--- src/rtl/board_input_scanner.sv ---
// Board input scanner: synchronises and debounces slide switches and push
// buttons, then presents stable levels, one-cycle press pulses and a
// valid/ready press-event stream with a sticky overflow flag.
module board_input_scanner #(
    parameter int NUM_SW       = 16,
    parameter int NUM_BTN      = 5,
    parameter int CODE_W       = 3,
    parameter int TICK_CYCLES  = 8000,
    parameter int STABLE_TICKS = 4
) (
    input  logic                clk,
    input  logic                reset,
    input  logic [NUM_SW-1:0]   sw_in,
    input  logic [NUM_BTN-1:0]  btn_in,
    output logic [NUM_SW-1:0]   sw_state,
    output logic [NUM_BTN-1:0]  btn_state,
    output logic                sw_changed,
    output logic [NUM_BTN-1:0]  btn_pulse,
    output logic                evt_valid,
    output logic [CODE_W-1:0]   evt_code,
    input  logic                evt_ready,
    output logic                evt_overflow,
    input  logic                ovf_clr
);

    // Switches occupy the low bits, buttons the high bits of one input vector.
    localparam int N_IN  = NUM_SW + NUM_BTN;
    localparam int PRE_W = $clog2(TICK_CYCLES);
    localparam int CNT_W = $clog2(STABLE_TICKS + 1);

    logic [N_IN-1:0]    raw;
    logic [N_IN-1:0]    sync_1;
    logic [N_IN-1:0]    sync_2;
    logic [N_IN-1:0]    state;
    logic [N_IN-1:0]    accept;
    logic [CNT_W-1:0]   stab_cnt [N_IN];
    logic [PRE_W-1:0]   pre_cnt;
    logic               tick;
    logic [NUM_BTN-1:0] pend;
    logic [NUM_BTN-1:0] clr_mask;
    logic               ovf_set;

    assign raw       = {btn_in, sw_in};
    assign sw_state  = state[NUM_SW-1:0];
    assign btn_state = state[N_IN-1:NUM_SW];
    assign tick      = (pre_cnt == PRE_W'(TICK_CYCLES - 1));

    // Two-flop synchroniser on every raw pin.
    always_ff @(posedge clk or negedge reset) begin
        if (!reset) begin
            sync_1 <= '0;
            sync_2 <= '0;
        end else begin
            sync_1 <= raw;
            sync_2 <= sync_1;
        end
    end

    // Sample-tick prescaler, wraps at TICK_CYCLES-1.
    always_ff @(posedge clk or negedge reset) begin
        if (!reset)    pre_cnt <= '0;
        else if (tick) pre_cnt <= '0;
        else           pre_cnt <= pre_cnt + PRE_W'(1);
    end

    // An input flips when this tick is its STABLE_TICKS-th consecutive differing sample.
    always_comb begin
        accept = '0;
        for (int i = 0; i < N_IN; i++) begin
            accept[i] = tick && (sync_2[i] != state[i]) &&
                        (stab_cnt[i] == CNT_W'(STABLE_TICKS - 1));
        end
    end

    // Debounce state and per-input stable counters, advanced on ticks only.
    always_ff @(posedge clk or negedge reset) begin
        if (!reset) begin
            state <= '0;
            for (int i = 0; i < N_IN; i++) stab_cnt[i] <= '0;
        end else if (tick) begin
            state <= state ^ accept;
            for (int i = 0; i < N_IN; i++) begin
                if ((sync_2[i] == state[i]) || accept[i]) stab_cnt[i] <= '0;
                else                                       stab_cnt[i] <= stab_cnt[i] + CNT_W'(1);
            end
        end
    end

    // Change pulses, registered so they line up with the state flop update.
    always_ff @(posedge clk or negedge reset) begin
        if (!reset) begin
            sw_changed <= 1'b0;
            btn_pulse  <= '0;
        end else begin
            sw_changed <= |accept[NUM_SW-1:0];
            btn_pulse  <= accept[N_IN-1:NUM_SW] & sync_2[N_IN-1:NUM_SW];
        end
    end

    // Event presentation decoded from the pending flops only (lowest index wins).
    always_comb begin
        evt_code = '0;
        for (int i = NUM_BTN - 1; i >= 0; i--) begin
            if (pend[i]) evt_code = CODE_W'(i);
        end
    end

    assign evt_valid = |pend;

    // One-hot mask of the pending bit retired by this cycle's handshake.
    always_comb begin
        clr_mask = '0;
        for (int i = 0; i < NUM_BTN; i++) begin
            clr_mask[i] = evt_valid && evt_ready && (evt_code == CODE_W'(i));
        end
    end

    assign ovf_set = |(btn_pulse & pend & ~clr_mask);

    // Pending events (set beats clear) and sticky overflow (set beats clear).
    always_ff @(posedge clk or negedge reset) begin
        if (!reset) begin
            pend         <= '0;
            evt_overflow <= 1'b0;
        end else begin
            pend <= (pend & ~clr_mask) | btn_pulse;
            if (ovf_set)      evt_overflow <= 1'b1;
            else if (ovf_clr) evt_overflow <= 1'b0;
        end
    end

endmodule

--- config.mk ---
export PLATFORM = sky130hd
export DESIGN_NAME = board_input_scanner
export DESIGN_NICKNAME = d
export VERILOG_FILES = /design/src/rtl/board_input_scanner.sv
export SDC_FILE = /design/constraint.sdc
export NUM_CORES = 1
export LEC_CHECK = 0
export CAP_MARGIN = 10
export CORE_MARGIN = 2
export CORE_UTILIZATION = 55
export CTS_CLUSTER_SIZE = 28
export DETAILED_ROUTE_END_ITERATION = 16
export GPL_ROUTABILITY_DRIVEN = 0
export PLACE_DENSITY = 0.75
export SLEW_MARGIN = 5
export SYNTH_ARGS = -nofsm -noshare
export SYNTH_HDL_FRONTEND = slang
export SYNTH_SLANG_ARGS = --single-unit
--- constraint.sdc ---
create_clock -name clk -period 2.45 [get_ports clk]
set_input_delay 0.245 -clock clk [delete_from_list [all_inputs] [get_ports clk]]
set_output_delay 0.245 -clock clk [all_outputs]
set_load 0.02 [all_outputs]
-- Word-level counts from Yosys, hierarchy flattened
Cells that the tools add are included.
- word-level logic and storage cells: 229
- input bits: 25
- register bits: 151
- output and inout bits: 32
- mux-type cells: 29
- bitwise logic cells: 7
- add/sub/neg operators: 22
- reduce and logical (&&, ||, !) cells: 74
- equality and inequality tests: 68
- operators by type and width (kind ; number):
    $mux 3 ; 26
    $eq 3x2->1 const B ; 23
    $add 3x1->3 const B ; 21
    $logic_and 1x1->1 ; 48
    $eq 1x1->1 ; 21
    $logic_or 1x1->1 ; 21
    $ne 1x1->1 ; 21
    $xor 21x21->21 ; 1
    $and 5x5->5 ; 4
    $reduce_or 16->1 ; 1
    $add 13x1->13 const B ; 1
    $eq 13x13->1 const B ; 1
    $mux 13 ; 1
    $reduce_or 5->1 ; 2
    $not 5->5 ; 1
    $or 5x5->5 ; 1
    $eq 3x1->1 const B ; 1
    $eq 3x3->1 const B ; 1
    $logic_not 3->1 ; 1
    $mux 1 ; 2
    $reduce_bool 2->1 ; 1

-- Logic depth before layout (Yosys ltp)
Gate-level depths: netlist (run 1).
- depth after elaboration: 11
- mapped depth: 7
- depth with buffers taken out: 6

-- Worst setup path after synthesis (run 1)
Ideal clock, no wire load.
- path type: register to register
- from: reg pre_cnt[0]
- to: reg stab_cnt[0] (netlist name)
- slack: 494 ps
- setup time: 104 ps
- required time: 2346 ps
- stages on the path, launching flop included: 8
- data arrival time: 1852 ps
- buffers on the path: 2
- cells stage by stage: dfrtp_1 ha_1 nand2_2 or2_1 buf_2 or3_4 buf_6 o41ai_2
- word-level cells in the longest chain between the ends: 5
- ends and longest elaborated chain (item ; line ; text):
    start: declaration ; 37 ; logic [PRE_W-1:0] pre_cnt;
    start signal: assignment ; 63 ; else pre_cnt <= pre_cnt + PRE_W'(1);
    $eq 13x13->1 * ; 46 ; assign tick = (pre_cnt == PRE_W'(TICK_CYCLES - 1));
    $logic_and 1x1->1 (2 in series) ; 70 ; accept[i] = tick && (sync_2[i] != state[i]) &&
    $logic_or 1x1->1 ; 83 ; if ((sync_2[i] == state[i]) || accept[i]) stab_cnt[i] <= '0;
    $mux 3 ; 83 ;
    end signal: indexed assignment ; 84 ; else stab_cnt[i] <= stab_cnt[i] + CNT_W'(1);
    end: declaration ; 36 ; logic [CNT_W-1:0] stab_cnt [N_IN];
Mark *: on every way between the ends. The rest lies on a longest branch, timed or not.
A chain may end at the register's enable or synchronous reset.

-- Worst setup path in the final report (run 1)
- from: reg pend[0]
- to: out evt_code[2]
- word-level cells in the longest chain between the ends: 1
- ends and longest elaborated chain (item ; line ; text):
    start: declaration ; 39 ; logic [NUM_BTN-1:0] pend;
    start signal: assignment ; 126 ; pend <= (pend & ~clr_mask) | btn_pulse;
    $mux 3 ; 104 ; if (pend[i]) evt_code = CODE_W'(i);
    end: declaration ; 20 ; output logic [CODE_W-1:0] evt_code,
Every way passes these cells.

==> results of run 1 <==
## how the worst min path moves through the flow
| stage | startpoint | end | slack, ns | cells past startpoint |
|---|---|---|---|---|
| 4_1_cts | sw_in[4] | sync_1[4]$_DFF_PN0_ | 0.24 | 1 |
| 5_1_grt | sw_in[15] | sync_1[15]$_DFF_PN0_ | 0.24 | 1 |
| 6_report | sw_in[0] | sync_1[0]$_DFF_PN0_ | 0.26 | 1 |
| 3_5_place_dp | reset | stab_cnt[17]$_DFFE_PN0P_ | 0.27 | 1 |
| 3_3_place_gp | reset | stab_cnt[17]$_DFFE_PN0P_ | 0.26 | 1 |
| 2_1_floorplan | reset | btn_pulse[0]$_DFF_PN0_ | -0.05 | 0 |
## layout make-up
cell class / count / area share [%]
clock buffers: 19 / 5.44
clock inverters: 12 / 2.75
inverters: 43 / 1.98
multi-input cells: 377 / 32.8
flip-flops and latches: 151 / 46.4
well taps: 147 / 2.26
repair buffers: 68 / 8.35
## layout by cell type (no fill, tap or decap), types with 9 or more instances in the layout
cell type,n
nand2_1,90
buf_4,9
inv_1,43
xnor2_1,23
clkbuf_16,17
o21ai_2,16
nand3b_1,21
o21ai_0,22
nand3_1,42
o41ai_2,19
ha_1,43
dfrtp_1,151
nor2_1,27
clkdlybuf4s50_1,55
o22ai_1,9
## synth_stat cells, drive strengths merged (6+ instances only)
cell	instances	area, um2
o41ai	22	335
nor2	27	101
nand3	42	210
o22ai	9	56.3
dfrtp	151	3780
nand3b	21	158
nor3	6	30.0
buf	19	150
nand2	91	344
o21ai	43	275
xnor2	23	201
inv	43	161
ha	43	538
## stage by stage
stage                     util (%)  setup slack (ns)  area (um2)  power, mW  cells
final                         67.7             0.246        8140       5.61    817
after global routing          67.7             0.101        8140       5.81    817
after CTS                     67.7             0.125        8130       5.68    817
after detailed placement      62.0             0.275        7450       2.73    785
after global placement        62.0             0.385        7450       2.72    785
after floorplan                  -             0.494        6760       2.62    593
## state kept, by name, indices dropped and copies added, names as in the netlist
register and cells:
state 21, sw_changed 1, stab_cnt 63, pre_cnt 13, btn_pulse 5, sync_1 21, sync_2 21, evt_overflow 1
pend 5
## critical path, stage by stage, from the launching register on
cell             delay, ns
dfrtp_1               0.43
nor4_2                0.35
and2_1                0.17
clkdlybuf4s50_1       0.59
## power breakdown
group | switching (mW) | internal [mW]
logic | 0.0805 | 0.0544
clock network | 0.997 | 1.93
registers | 0.0179 | 2.53
total | 1.10 | 4.52
## kinds of logic (layout without fill, tap and decap cells)
family	after synthesis	in the layout	synth area share, %
AO/OA/AOI/OAI	89	89	11.4
multiplexers	6	6	0.981
flip-flops	151	151	55.9
XOR/XNOR	26	26	3.37
adder cells (fa/ha/maj)	43	43	7.96
buffers and inverters	65	142	4.78
AND/OR/NAND/NOR	213	213	15.6
## per-layer routing
layer	vias up	routed length (um)	track usage, %
met2	77	6210	33.9
met5	-	0	0
li1	2181	-	-
met3	15	438	5.69
met1	2227	5520	25.4
met4	0	146	7.23
## repair_timing
action	in CTS	in global routing
hold buffers	1	0
endpoints found under the setup margin	0	1
endpoints found under the hold margin	60	0
buffers inserted	0	0
gates resized for setup	0	1
==> flow_metrics.env, run 1 <==
export IMPL_status="finished clean"
export IMPL_vias=4500
export IMPL_cts_made_buffers=17
export IMPL_cellPowerDensity_nw_per_um2=690
export IMPL_r2r_start="pre_cnt[0]$_DFF_PN0_"
export IMPL_synth_seq_cells=151
export IMPL_ys_flop_type="dfrtp_1"
export IMPL_cp_data_arrival_time_ns=1.96
export IMPL_cp_end_kind="primary output"
export IMPL_cts_max_path_buffers=2
export IMPL_min_path_type="in -> reg"
export IMPL_cts_tree="built"
export IMPL_synth_avg_cell_area_um2=11.4
export IMPL_yosys_warnings=0
export IMPL_clk_pin_slew_worst_paths_ns=0.06
export IMPL_grt_pass1_wl_mm=20.9
export IMPL_worstPathRequired_ns=2.20
export IMPL_die_w_um=115
export IMPL_vdd_ir_drop_max_mv=0.485
export IMPL_fillers=881
export IMPL_io_buffer_count=56
export IMPL_period_share_pct=89.9
export IMPL_syn_inst=593
export IMPL_syn_to_final_growth_pct=20.4
export IMPL_routedWlPerCell_um=15.1
export IMPL_cts_htree_levels=4
export IMPL_place_hpwl_mm=8.16
export IMPL_vias_per_cell=5.51
export IMPL_grt_max_degree=64
export IMPL_die_height_um=115
export IMPL_crit_type="reg -> out"
export IMPL_drt_iter0_drc=253
export IMPL_fin_tns_setup_ns=0
export IMPL_critPathLaunchType="flip-flop"
export IMPL_dieArea_um2=13200
export IMPL_syn_area_um2=6760
export IMPL_finalClockSkew_ns=0.00650
export IMPL_drtPass1Iterations=4
export IMPL_wl_mm=12.3
export IMPL_crit_start="pend[0]$_DFF_PN0_"
export IMPL_antennaDiodeCount=0
export IMPL_drv_slew=0
export IMPL_endpoint="evt_code[2]"
export IMPL_worst_path_max_fanout=5
export IMPL_grt_pass1_vias=4484
export IMPL_antenna_found_initial=0
export IMPL_ff2ff_path_depth=5
export IMPL_ant_nets=0
export IMPL_synth_edf_count=0
export IMPL_regArea_um2=3780
export IMPL_start_util_pct=56.3
export IMPL_drc=0
export IMPL_row_count=40
export IMPL_worst_pin_slew_ns=0.570
export IMPL_regToRegSetupSlack_ns=0.27
export IMPL_grt_usage_pct=20.3
export IMPL_async_flop_share_pct=100
export IMPL_max_freq_ghz=0.454
export IMPL_nets=726
export IMPL_core_area_um2=12000
export IMPL_fin_crit_ns=2.20
export IMPL_drive_gt1_share_pct=13.3
export IMPL_whs_ns=0.260
export IMPL_clock_latency_ns=0.42
export IMPL_num_io_pins=57
export IMPL_synth_nets=661
export IMPL_clock_root_buffer="clkbuf_16"
export IMPL_maxSlewHeadroom_pct=62.0
export IMPL_regToRegEndpoint="stab_cnt[42]$_DFFE_PN0P_"
export IMPL_seq_area_frac_synth_pct=55.9
export IMPL_finalSetupViolCount=0
export IMPL_cellLeakagePower_nw=3.90
export IMPL_cap_violations=0
export IMPL_grt_overflow_total=0
export IMPL_multi_input_area_um2=2670
export IMPL_synth_cell_type_count=45
export IMPL_rsz0062_at_grt="false"
export IMPL_final_hold_viol_count=0
export IMPL_clock_sinks=151
Power figures use the tool's default switching activity.
==> run 2: changes to the inputs <==
--- a/config.mk
+++ b/config.mk
@@ -7,11 +7,12 @@
 export LEC_CHECK = 0
 export CAP_MARGIN = 10
 export CORE_MARGIN = 2
-export CORE_UTILIZATION = 55
+export CORE_UTILIZATION = 58
+export CTS_CLUSTER_DIAMETER = 200
 export CTS_CLUSTER_SIZE = 28
 export DETAILED_ROUTE_END_ITERATION = 16
 export GPL_ROUTABILITY_DRIVEN = 0
-export PLACE_DENSITY = 0.75
+export PLACE_DENSITY = 0.79
 export SLEW_MARGIN = 5
 export SYNTH_ARGS = -nofsm -noshare
 export SYNTH_HDL_FRONTEND = slang
==> flow_metrics.env, run 2 (synthesis gave the netlist of run 1 again) <==
export IMPL_final_cell_mix="dfrtp_1 (151), nand2_1 (90), clkdlybuf4s50_1 (55)"
export IMPL_met1_usage_pct=26.5
export IMPL_dieArea_um2=12500
export IMPL_routedWlPerCell_um=15.4
export IMPL_finalClockSkew_ns=0.00641
export IMPL_largest_reg_flops=63
export IMPL_final_common_cell="dfrtp_1"
export IMPL_cp_end_kind="primary output"
export IMPL_finalSetupViolCount=0
export IMPL_period_share_pct=92.4
export IMPL_status="finished clean"
export IMPL_die_w_um=112
export IMPL_cts_tree="built"
export IMPL_clock_root_buffer="clkbuf_16"
export IMPL_drc=0
export IMPL_met2_usage_pct=36.7
export IMPL_cp_data_arrival_time_ns=2.02
export IMPL_grt_pass1_vias=4761
export IMPL_clk_pin_slew_worst_paths_ns=0.06
export IMPL_vdd_ir_drop_max_mv=0.773
export IMPL_crit_slowest_cell="clkdlybuf4s50_1"
export IMPL_place_hpwl_mm=8.29
export IMPL_nets=725
export IMPL_dp_cells=780
export IMPL_worstHoldEndpoint="sync_1[4]$_DFF_PN0_"
export IMPL_cellLeakagePower_nw=3.87
export IMPL_ant_nets=0
export IMPL_maxSlewHeadroom_pct=71.6
export IMPL_regMostFlops="stab_cnt"
export IMPL_die_height_um=112
export IMPL_path_cells="nor4_1 -> and2_1 -> clkdlybuf4s50_1"
export IMPL_row_count=39
export IMPL_ff2ff_path_depth=5
export IMPL_cpPeakStageDelay_ns=0.59
export IMPL_globalRoute_busiestLayer="met2"
export IMPL_crit_type="reg -> out"
export IMPL_wl_mm=12.5
export IMPL_cellPowerDensity_nw_per_um2=678
export IMPL_clock_latency_ns=0.42
export IMPL_clock_sinks=151
export IMPL_start_util_pct=59.2
export IMPL_grt_overflow_total=0
export IMPL_drt_iter0_drc=273
export IMPL_fin_crit_ns=2.26
export IMPL_cts_post_setup_buffers_inserted=0
export IMPL_final_hold_viol_count=0
export IMPL_core_area_um2=11400
export IMPL_min_from="sw_in[4]"
export IMPL_syn_to_final_growth_pct=19.8
export IMPL_worst_path_max_fanout=5
export IMPL_cts_htree_levels=4
export IMPL_drv_slew=0
export IMPL_rsz0062_at_grt="false"
export IMPL_pre_cts_slack_ns=0.259
export IMPL_cts_made_buffers=17
export IMPL_worstPathRequired_ns=2.20
export IMPL_fillers=783
export IMPL_grt_max_degree=65
export IMPL_cts_max_path_buffers=2
export IMPL_grtUsageMet3_pct=6.70
export IMPL_regToRegEndpoint="stab_cnt[57]$_DFFE_PN0P_"
export IMPL_max_freq_ghz=0.442
export IMPL_grt_usage_pct=21.6
export IMPL_stdcell_count=813
export IMPL_vias=4512
export IMPL_drtPass1Iterations=4
export IMPL_worst_pin_slew_ns=0.426
export IMPL_r2r_start="pre_cnt[0]$_DFF_PN0_"
export IMPL_antennaDiodeCount=0
export IMPL_min_path_cells=1
export IMPL_critPathLaunchType="flip-flop"
export IMPL_whs_ns=0.260
export IMPL_antenna_found_initial=0
export IMPL_fin_tns_setup_ns=0
export IMPL_vias_per_cell=5.55
export IMPL_grt_pass1_wl_mm=21.6
export IMPL_cap_violations=0
export IMPL_num_io_pins=57
export IMPL_io_buffer_count=56
export IMPL_setup_ws_ns=0.187
export IMPL_min_path_type="in -> reg"
export IMPL_fin_total_pwr_mw=5.49
export IMPL_regToRegSetupSlack_ns=0.26
export IMPL_drive_gt1_share_pct=12.8
run 2: cell count changes in the layout (fill, tap and decap cells not counted):
cell / previous run / this run
clkbuf_1: 1 / 3
buf_4: 9 / 7
clkinvlp_4: 1 / 3
bufinv_16: 6 / 5
nor4_2: 1 / 0
nor4_1: 3 / 4
buf_12: 2 / 3
clkinv_4: 2 / 1
clkbuf_8: 1 / 0
run 2: cell type report:
cell class	count	area (um2)	area share (%)
Multi-Input combinational cell	377	2660	32.8
Tap cell	143	179	2.21
Clock buffer	20	437	5.39
Inverter	43	161	1.99
Sequential cell	151	3780	46.7
Timing Repair Buffer	67	684	8.45
Clock inverter	12	200	2.47
run 2: worst max-delay path, delay by kind of cell, from the launching register on:
| family | cells | cell delay, ns |
|---|---|---|
| flops | 1 | 0.42 |
| simple gates | 2 | 0.59 |
| buf+inv | 1 | 0.59 |
run 2: what timing repair did:
| item | CTS | global route |
|---|---|---|
| endpoints found under the setup margin | 0 | 0 |
| endpoints found under the hold margin | 42 | 0 |
| hold buffers | 1 | 0 |
| gates resized for setup | 0 | 0 |
run 2: stage by stage:
stage	instance area [um2]	utilization, %
floorplan	6760	-
global placement	7450	65.3
detailed placement	7450	65.3
CTS	8100	70.9
global route	8100	70.9
finish	8100	70.9
run 2: how the worst max path moves through the flow:
stage	start	end	cells after the start
floorplan	pre_cnt[0]$_DFF_PN0_	stab_cnt[0]$_DFFE_PN0P_	7
global placement	pre_cnt[0]$_DFF_PN0_	stab_cnt[39]$_DFFE_PN0P_	5
detailed placement	pre_cnt[0]$_DFF_PN0_	stab_cnt[57]$_DFFE_PN0P_	5
CTS	pend[0]$_DFF_PN0_	evt_code[2]	3
global route	pend[0]$_DFF_PN0_	evt_code[2]	3
finish	pend[0]$_DFF_PN0_	evt_code[2]	3
run 2: report_power, final:
group          switching, mW  leakage (nW)  internal (mW)
registers             0.0180          2.00           2.53
clock network           1.00         0.301           1.81
logic                 0.0810          1.57         0.0544
total                   1.10          3.87           4.39
run 2: routing by layer:
metal / part of all wire [%] / routed length [um]
met5: 0 / 0
met3: 3.2 / 407
met1: 44 / 5540
met4: 1.1 / 132
met2: 52 / 6470
